File: src/rtl/udp_pkg.sv
// udp_pkg: shared constants and types for the UDP receive stage.
// Header field offsets on beat 0, user-field layout and FSM state encoding.
package udp_pkg;

    // UDP header size in bytes
    localparam int unsigned UDP_HDR_BYTES = 8;

    // Field widths
    localparam int unsigned PORT_W = 16;
    localparam int unsigned LEN_W  = 16;

    // Beat-0 header field offsets (LSB positions within the 64-bit word)
    localparam int unsigned HDR_SRC_LSB = 48;
    localparam int unsigned HDR_DST_LSB = 32;
    localparam int unsigned HDR_LEN_LSB = 16;

    // Input user field: IP payload byte length position
    localparam int unsigned IP_LEN_LSB = 40;

    // Receive FSM states
    typedef enum logic [1:0] {
        SYNC,
        IDLE,
        PASS,
        DROP
    } state_t;

endpackage

File: src/rtl/udp_port_table.sv
// udp_port_table: runtime-programmable listen-port table.
// Register file of port/enable pairs with a parallel compare; reports a hit
// and the lowest matching index combinationally from the looked-up port.
module udp_port_table
    import udp_pkg::*;
#(
    parameter int unsigned P_PORT_NUM  = 4,
    parameter logic [15:0] P_BASE_PORT = 16'h0808,
    parameter int unsigned P_IDX_W     = 2
) (
    input  logic               i_clk,
    input  logic               i_rst,
    input  logic               wr_en_i,
    input  logic [P_IDX_W-1:0] wr_idx_i,
    input  logic [PORT_W-1:0]  wr_port_i,
    input  logic               wr_ena_i,
    input  logic [PORT_W-1:0]  lookup_port_i,
    output logic               hit_o,
    output logic [P_IDX_W-1:0] idx_o
);

    logic [PORT_W-1:0]     port_q [P_PORT_NUM];
    logic [P_PORT_NUM-1:0] en_q;

    // Table storage; an index with no matching entry is silently ignored
    always_ff @(posedge i_clk or posedge i_rst) begin
        if (i_rst) begin
            for (int unsigned k = 0; k < P_PORT_NUM; k++) begin
                port_q[k] <= P_BASE_PORT + PORT_W'(k);
            end
            en_q <= '1;
        end else if (wr_en_i) begin
            for (int unsigned k = 0; k < P_PORT_NUM; k++) begin
                if (wr_idx_i == P_IDX_W'(k)) begin
                    port_q[k] <= wr_port_i;
                    en_q[k]   <= wr_ena_i;
                end
            end
        end
    end

    // Parallel compare with lowest-index priority
    always_comb begin
        logic found;
        found = 1'b0;
        idx_o = '0;
        for (int unsigned k = 0; k < P_PORT_NUM; k++) begin
            if (!found && en_q[k] && (port_q[k] == lookup_port_i)) begin
                found = 1'b1;
                idx_o = P_IDX_W'(k);
            end
        end
        hit_o = found;
    end

endmodule

File: src/rtl/udp_rx_mport.sv
// udp_rx_mport: UDP receive stage with a multi-entry listen-port table.
// Parses the header on beat 0, forwards matching payloads with metadata
// {src_port, idx, payload_bytes}, drops everything else.
// Optional build macro UDP_RX_STATS_EN adds saturating ok/drop counters.
module udp_rx_mport
    import udp_pkg::*;
#(
    parameter int unsigned P_PORT_NUM  = 4,
    parameter logic [15:0] P_BASE_PORT = 16'h0808,
    parameter int unsigned P_IDX_W     = 2
) (
    input  logic                    i_clk,
    input  logic                    i_rst,
    input  logic                    i_port_wr_en,
    input  logic [P_IDX_W-1:0]      i_port_wr_idx,
    input  logic [15:0]             i_port_wr_port,
    input  logic                    i_port_wr_ena,
    input  logic [63:0]             s_axis_ip_data,
    input  logic [55:0]             s_axis_ip_user,
    input  logic [7:0]              s_axis_ip_keep,
    input  logic                    s_axis_ip_last,
    input  logic                    s_axis_ip_valid,
    output logic [63:0]             m_axis_user_data,
    output logic [32+P_IDX_W-1:0]   m_axis_user_user,
    output logic [7:0]              m_axis_user_keep,
    output logic                    m_axis_user_last,
    output logic                    m_axis_user_valid
`ifdef UDP_RX_STATS_EN
    ,
    output logic [31:0]             o_pkt_ok_cnt,
    output logic [31:0]             o_pkt_drop_cnt
`endif
);

    localparam int unsigned UW = 32 + P_IDX_W;

    logic [PORT_W-1:0]  hdr_src;
    logic [PORT_W-1:0]  hdr_dst;
    logic [LEN_W-1:0]   hdr_len;
    logic [LEN_W-1:0]   ip_len;
    logic               tbl_hit;
    logic [P_IDX_W-1:0] tbl_idx;
    logic               hdr_ok;
    logic               unused_user;

    state_t             state_q;
    logic [UW-1:0]      meta_q;
    logic               s1_valid_q;
    logic               s1_last_q;
    logic [63:0]        s1_data_q;
    logic [7:0]         s1_keep_q;
    logic [UW-1:0]      s1_user_q;

    assign hdr_src     = s_axis_ip_data[HDR_SRC_LSB +: PORT_W];
    assign hdr_dst     = s_axis_ip_data[HDR_DST_LSB +: PORT_W];
    assign hdr_len     = s_axis_ip_data[HDR_LEN_LSB +: LEN_W];
    assign ip_len      = s_axis_ip_user[IP_LEN_LSB +: LEN_W];
    assign unused_user = ^s_axis_ip_user[IP_LEN_LSB-1:0];

    // The table is looked up on the raw input so a same-cycle write is not seen
    udp_port_table #(
        .P_PORT_NUM  (P_PORT_NUM),
        .P_BASE_PORT (P_BASE_PORT),
        .P_IDX_W     (P_IDX_W)
    ) u_port_table (
        .i_clk         (i_clk),
        .i_rst         (i_rst),
        .wr_en_i       (i_port_wr_en),
        .wr_idx_i      (i_port_wr_idx),
        .wr_port_i     (i_port_wr_port),
        .wr_ena_i      (i_port_wr_ena),
        .lookup_port_i (hdr_dst),
        .hit_o         (tbl_hit),
        .idx_o         (tbl_idx)
    );

    // Header acceptance rule; a header carrying last is never accepted
    always_comb begin
        hdr_ok = tbl_hit && (hdr_len == ip_len) &&
                 (hdr_len > LEN_W'(UDP_HDR_BYTES)) && !s_axis_ip_last;
    end

    // Packet FSM driving the input register stage; SYNC runs on the raw input
    // so a frame still streaming when reset releases is caught on its first beat
    always_ff @(posedge i_clk or posedge i_rst) begin
        if (i_rst) begin
            state_q    <= SYNC;
            meta_q     <= '0;
            s1_valid_q <= 1'b0;
            s1_last_q  <= 1'b0;
            s1_data_q  <= '0;
            s1_keep_q  <= '1;
            s1_user_q  <= '0;
        end else begin
            s1_valid_q <= 1'b0;
            s1_last_q  <= 1'b0;
            unique case (state_q)
                SYNC: begin
                    state_q <= s_axis_ip_valid ? DROP : IDLE;
                end
                IDLE: begin
                    if (s_axis_ip_valid) begin
                        if (hdr_ok) begin
                            state_q <= PASS;
                            meta_q  <= {hdr_src, tbl_idx,
                                        hdr_len - LEN_W'(UDP_HDR_BYTES)};
                        end else if (!s_axis_ip_last) begin
                            state_q <= DROP;
                        end
                    end
                end
                PASS: begin
                    if (s_axis_ip_valid) begin
                        s1_valid_q <= 1'b1;
                        s1_last_q  <= s_axis_ip_last;
                        s1_data_q  <= s_axis_ip_data;
                        s1_keep_q  <= s_axis_ip_last ? s_axis_ip_keep : 8'hff;
                        s1_user_q  <= meta_q;
                        if (s_axis_ip_last) begin
                            state_q <= IDLE;
                        end
                    end
                end
                DROP: begin
                    if (s_axis_ip_valid && s_axis_ip_last) begin
                        state_q <= IDLE;
                    end
                end
                default: state_q <= SYNC;
            endcase
        end
    end

    // Output register stage; payload fields hold during gaps
    always_ff @(posedge i_clk or posedge i_rst) begin
        if (i_rst) begin
            m_axis_user_valid <= 1'b0;
            m_axis_user_last  <= 1'b0;
            m_axis_user_data  <= '0;
            m_axis_user_keep  <= '1;
            m_axis_user_user  <= '0;
        end else begin
            m_axis_user_valid <= s1_valid_q;
            m_axis_user_last  <= s1_last_q;
            if (s1_valid_q) begin
                m_axis_user_data <= s1_data_q;
                m_axis_user_keep <= s1_keep_q;
                m_axis_user_user <= s1_user_q;
            end
        end
    end

`ifdef UDP_RX_STATS_EN
    logic [31:0] ok_cnt_q;
    logic [31:0] ok_cnt_d;
    logic [31:0] drop_cnt_q;
    logic [31:0] drop_cnt_d;

    // Saturating counter next-state; IDLE rejections include header-only frames
    always_comb begin
        ok_cnt_d   = ok_cnt_q;
        drop_cnt_d = drop_cnt_q;
        if ((state_q == PASS) && s_axis_ip_valid && s_axis_ip_last &&
            (ok_cnt_q != '1)) begin
            ok_cnt_d = ok_cnt_q + 32'd1;
        end
        if ((state_q == IDLE) && s_axis_ip_valid && !hdr_ok &&
            (drop_cnt_q != '1)) begin
            drop_cnt_d = drop_cnt_q + 32'd1;
        end
    end

    // Counter registers
    always_ff @(posedge i_clk or posedge i_rst) begin
        if (i_rst) begin
            ok_cnt_q   <= '0;
            drop_cnt_q <= '0;
        end else begin
            ok_cnt_q   <= ok_cnt_d;
            drop_cnt_q <= drop_cnt_d;
        end
    end

    assign o_pkt_ok_cnt   = ok_cnt_q;
    assign o_pkt_drop_cnt = drop_cnt_q;
`endif

endmodule

File: config.mk
export PLATFORM = sky130hd
export DESIGN_NAME = udp_rx_mport
export DESIGN_NICKNAME = d
export VERILOG_FILES = /design/src/rtl/udp_pkg.sv /design/src/rtl/udp_port_table.sv /design/src/rtl/udp_rx_mport.sv
export SDC_FILE = /design/constraint.sdc
export NUM_CORES = 1
export LEC_CHECK = 0
export BUFFER_PORTS_ARGS = -buffer_cell sky130_fd_sc_hd__buf_2
export CAP_MARGIN = 20
export CORE_MARGIN = 2
export CORE_UTILIZATION = 59
export CTS_CLUSTER_SIZE = 10
export DETAILED_ROUTE_END_ITERATION = 10
export PLACE_DENSITY = 0.88
export SYNTH_ARGS = -nofsm -noshare
export SYNTH_HDL_FRONTEND = slang
export SYNTH_HIERARCHICAL = 1
export SYNTH_SLANG_ARGS = --single-unit
File: constraint.sdc
create_clock -name i_clk -period 15.45 [get_ports i_clk]
set_input_delay 2.3175 -clock i_clk [delete_from_list [all_inputs] [get_ports i_clk]]
set_output_delay 2.3175 -clock i_clk [all_outputs]
set_load 0.01 [all_outputs]
After elaboration in Yosys (flattened, before gate mapping):

Cells that the tools add are included.

* register bits after elaboration: 320
* input bits: 152
* output and inout port bits: 108
* logic and storage cells: 82

* $add $sub $neg: 1
* order comparisons: 1
* equal/unequal tests: 16
* multiplexer cells: 20
* reductions and logical operators: 24

Operator list (count)
* == test 16 bit: 5
* two-way mux 2 bit: 9
* > comparator 16 x 4 -> 1 bit, second input constant: 1
* subtractor 16 x 4 -> 16 bit, second input constant: 1
* logical AND 1 bit: 11
* AND reduction 2 bit: 5
* two-way mux 1 bit: 9
* == test 2 bit, second input constant: 4
* two-way mux 8 bit: 1
* != test 2 bit, second input constant: 4
* one-hot mux 2 bit (4 select lines): 1
* AND reduction 5 bit: 1
* == test 2 x 1 -> 1 bit, second input constant: 2
* logical NOT 1 bit: 4
* logical NOT 2 bit: 2
* != test 3 bit, second input constant: 1
* AND reduction 3 bit: 1

Longest topological paths before layout:

* depth after elaboration: 21
* gate-level depth with buffers: 11
* depth with buffers taken out: 9

Modules after synthesis:

Netlist, hierarchy kept.

By module, submodules not included
* udp_rx_mport: times used 1, cells an instance 819, area each 9908.3 um^2, seq. area each 6326.1 um^2
* udp_port_table: times used 1, cells an instance 242, area each 3352.0 um^2, seq. area each 1721.7 um^2

Worst setup path after synthesis:

OpenSTA, ideal clock, no wires.

* path kind: input port to flip-flop
* from: in s_axis_ip_data[34]
* to: reg meta_q[10]
* setup time: 0.125 ns
* arrival: 4.597 ns
* data required time: 15.325 ns
* path slack: 10.728 ns
* stages on the path: 11
* buffers on the path: 2
* path through: clkbuf_2 xnor2_1 nand4_1 nor4_2 a32o_1 or2_1 nand4_1 nor4_1 nand4_4 buf_12 mux2_4

* longest elaborated chain between the ends: 19
* elaborated cells between the ends (all ways): 22
* those cells by class: eq/ne: 4; mux: 4; reduce/logical: 14

Ends and longest elaborated chain
* from (decl): line udp_rx_mport.sv:18 `input logic [63:0] s_axis_ip_data,`
* == test 16 bit: line udp_port_table.sv:48 `if (!found && en_q[k] && (port_q[k] == lookup_port_i)) begin`
* logical AND 1 bit: line udp_port_table.sv:48
* two-way mux 1 bit: line udp_port_table.sv:48
* logical NOT 1 bit: line udp_port_table.sv:48
* logical AND 1 bit (2 in series): line udp_port_table.sv:48
* two-way mux 1 bit: line udp_port_table.sv:48
* logical NOT 1 bit: line udp_port_table.sv:48
* logical AND 1 bit (2 in series): line udp_port_table.sv:48
* two-way mux 1 bit: line udp_port_table.sv:48
* logical NOT 1 bit: line udp_port_table.sv:48
* logical AND 1 bit (2 in series): line udp_port_table.sv:48
* two-way mux 1 bit *: line udp_port_table.sv:48
* net tbl_hit: line udp_rx_mport.sv:41 `logic tbl_hit;`
* logical AND 1 bit * (2 in series): line udp_rx_mport.sv:79 `hdr_ok = tbl_hit && (hdr_len == ip_len) &&`
* logical AND 1 bit *: line udp_rx_mport.sv:80 `(hdr_len > LEN_W'(UDP_HDR_BYTES)) && !s_axis_ip_last;`
* AND reduction 3 bit (no line) *
* to (signal assigned): line udp_rx_mport.sv:105 `meta_q <= {hdr_src, tbl_idx,`
* to (decl): line udp_rx_mport.sv:47 `logic [UW-1:0] meta_q;`

Mark *: on every way through the listed nets, which the timed path passes. The rest lies on a longest branch.
A chain may end at the register's enable or synchronous reset.

Final worst setup path:

* from: in s_axis_ip_data[33]
* to: reg meta_q[25]

The elaborated chain is that of the path after synthesis.

==> impl_metrics.csv <==
group,metric,value,unit
run_status,outcome,"complete, no violations",
timing,hold_viol,0,
global_route,grt_pass1_wl,48.5,mm
global_route,antenna_found_initial,2,
global_route,track_usage,25.8,%
worst_setup_path,worstPathMaxFanout,34,
route,drt-total-wl,29.8,mm
clocking,cts_tree,"yes",
synth,postSynth.asyncResetShare,100,%
floorplanning,floorplan.initialDensity,60.4,%
synth,synthCells,1061,
placed_design,place_congestion,0.845,
cells_and_area,fin_cells,1590,
placed_design,numPlacedInstances,1519,
clocking,clk_pin_slew,60,ps
clocking,clk_path_buf_depth,3,
timing,setup_viol,0,
synth,syn-cell-area,0.0133,sq mm
cells_and_area,finish.net_count,1433,
synth,seq_area_frac_synth,60.7,%
worst_setup_path,cp-end-kind,"flop",
route,drtIter0Drc,505,
clocking,numCtsBuffers,38,
synth,netlist-cell-type-count,45,
floorplanning,die_area,0.0237,sq mm
timing,rsz0062_at_grt,"false",
floorplanning,die_h,154,um
synth,yosys_register_bits,320,
synth,synth_flop_cell,"dfrtp_1",
route,via_count,8750,
worst_setup_path,start_kind,"input pin",
floorplanning,io_pins,260,
clocking,postCtsHoldBufs,0,
timing,drv_slew,0,
worst_setup_path,worst_ep_required_time,15840,ps
timing,period_minus_slack,5710,ps
route,drt-pass1-iter-count,4,
clocking,post_cts_buffers,0,
route,wl_per_cell,18.7,um
synth,syn_avg_cell_area,12.5,sq um
worst_setup_path,worst_r2r_path_depth,9,
power,peakVddDrop,0.000121,V
global_route,grt_overflow,0,
timing,relSlewSlack,34.0,%
worst_setup_path,r2r-start,"u_port_table/port_q[17]$_DFFE_PP1P_",
min_path,min-delay-start,"s1_last_q$_DFF_PP0_",
worst_setup_path,arrival,6100,ps
clocking,htree_num_levels,2,
global_route,grt_pass1_vias,9320,
route,ant_nets,0,
floorplanning,die_w,154,um
worst_setup_path,reg2reg_slack,11270,ps
clocking,cts.repair.resized,0,
synth,synth_warnings,6,
timing,fin_crit_sh,36.9,%
synth,syn-num-nets,1214,
clocking,cts-root-buf,"clkbuf_16",
floorplanning,num_rows,54,
cells_and_area,multiInputGateArea,0.00494,sq mm
cells_and_area,seq_area,0.00805,sq mm
cells_and_area,final_layout_size_suffix_gt1_share,40.3,%
clocking,cts_sinks,320,
min_path,min_path_cells,0,
timing,tightest_slew,989,ps
min_path,hold_end,"m_axis_user_last$_DFF_PP0_",
timing,max_freq,0.175,GHz
route,drcViolationCount,0,
worst_setup_path,path_class,"in2reg",
synth,synth_edf_count,0,
power,power.leakage,8.05,nW
placed_design,dp_hpwl,19.2,mm
cells_and_area,area_growth,18.4,%
global_route,grt_max_degree,91,
timing,skew,21.1,ps
min_path,min_path_type,"reg2reg",
job,cap_violations,0,
cells_and_area,n_fill_cell,1438,
clocking,insertion_delay,520,ps
placed_design,port_buffers,219,
timing,fin_tns_setup,0,ps
route,via_per_inst,5.50,
worst_setup_path,r2r-end,"meta_q[25]$_DFFE_PP0P_",
floorplanning,core_region_area,0.0220,sq mm
power,power.density,156,mW/mm^2
## cell type report
| class | count | area share (%) |
|---|---|---|
| clock buffers | 66 | 7.06 |
| diodes | 1 | 0.0159 |
| well taps | 280 | 2.23 |
| repair buffers | 226 | 7.45 |
| clock inverters | 3 | 0.215 |
| inverters | 9 | 0.271 |
| multi-input cells | 685 | 31.5 |
| flip-flops and latches | 320 | 51.3 |
## kinds of logic (layout without fill, tap and decap cells)
group,Yosys count,in the layout,share of synthesized area [%]
DFF,320,320,60.7
muxes,208,208,18.5
other,0,1,0
buffers and inverters,56,304,2.09
and+or+nand+nor,365,365,11.7
AOI/OAI and AO/OA,21,21,1.01
adders and majority gates,1,1,0.0943
xor gates and xnor gates,90,90,5.94
## routing by layer
metal / track usage [%] / up-vias / wire length (um)
li1: - / 3955 / -
met1: 32.5 / 4455 / 12500
met3: 5.10 / 66 / 1640
met4: 8.72 / 2 / 818
met2: 44.9 / 272 / 14900
met5: 0 / - / 11
## critical path, cell delays in order
cell and delay [ps]:
buf_2 160, xor2_1 160, nor4_1 520, nand4_1 280
a2bb2o_2 320, or2_1 150, nand4_1 140, nor4_1 650
nand4_4 800, mux2_4 570
## placed cells by master (no fill, tap or decap), types with 8 or more instances in the layout
| master | n |
|---|---|
| nor4_1 | 8 |
| nand4_1 | 14 |
| clkbuf_16 | 39 |
| xor2_1 | 24 |
| o21ai_0 | 14 |
| xnor2_1 | 66 |
| buf_2 | 219 |
| dfrtp_1 | 287 |
| clkbuf_1 | 24 |
| nand2_1 | 312 |
| mux2_2 | 178 |
| mux2_4 | 29 |
| dfstp_2 | 32 |
## worst max-delay path by stage
| stage | end | start | depth (start not counted) |
|---|---|---|---|
| finish | meta_q[25]$_DFFE_PP0P_ | s_axis_ip_data[33] | 10 |
| detailed placement | meta_q[27]$_DFFE_PP0P_ | s_axis_ip_data[33] | 10 |
| global route | meta_q[28]$_DFFE_PP0P_ | s_axis_ip_data[33] | 10 |
| floorplan | m_axis_user_data[0]$_DFFE_PP0P_ | i_rst | 1 |
| CTS | meta_q[25]$_DFFE_PP0P_ | s_axis_ip_data[33] | 10 |
| global placement | meta_q[33]$_DFFE_PP0P_ | s_axis_ip_data[33] | 10 |
## stage by stage
| stage | area, sq um | util (%) | hold WS [ps] | setup WS, ps | power (mW) |
|---|---|---|---|---|---|
| floorplan | 13300 | - | 331 | 6230 | 1.44 |
| global placement | 14500 | 66.1 | 332 | 9240 | 1.61 |
| detailed placement | 14500 | 66.1 | 339 | 9240 | 1.64 |
| CTS | 15700 | 71.3 | 368 | 9760 | 2.47 |
| global route | 15700 | 71.5 | 380 | 9630 | 2.57 |
| finish | 15700 | 71.5 | 368 | 9740 | 2.45 |
## state kept, by name, indices dropped and copies added, names as in the netlist
register             count
m_axis_user_valid        1
s1_data_q               64
s1_last_q                1
u_port_table/port_q     64
m_axis_user_data        64
u_port_table/en_q        4
s1_user_q               34
m_axis_user_user        34
meta_q                  34
s1_keep_q                8
state_q                  2
s1_valid_q               1
m_axis_user_keep         8
m_axis_user_last         1
## synth_stat cells, types with 3 or more instances
master    count  area [sq um]
dfrtp_1     288          7210
mux2_2      178          2000
nand2_1     312          1170
nand4_1      14          87.6
nor4_1        8          50.1
mux2_4       29           435
clkbuf_1     37           139
buf_2         4          20.0
xnor2_1      66           578
dfstp_2      32           841
nor3_1        3          15.0
nor2_1        5          18.8
o21ai_0      14          70.1
buf_12        3          60.1
nand3_1       4          20.0
inv_1         8          30.0
xor2_1       24           210
## power by group
| part | total (mW) | internal (mW) | leakage [nW] | switching, mW |
|---|---|---|---|---|
| registers | 1.17 | 1.06 | 4.09 | 0.113 |
| logic | 0.460 | 0.229 | 3.41 | 0.231 |
| clock network | 0.818 | 0.487 | 0.549 | 0.331 |
Power figures use the tool's default switching activity.
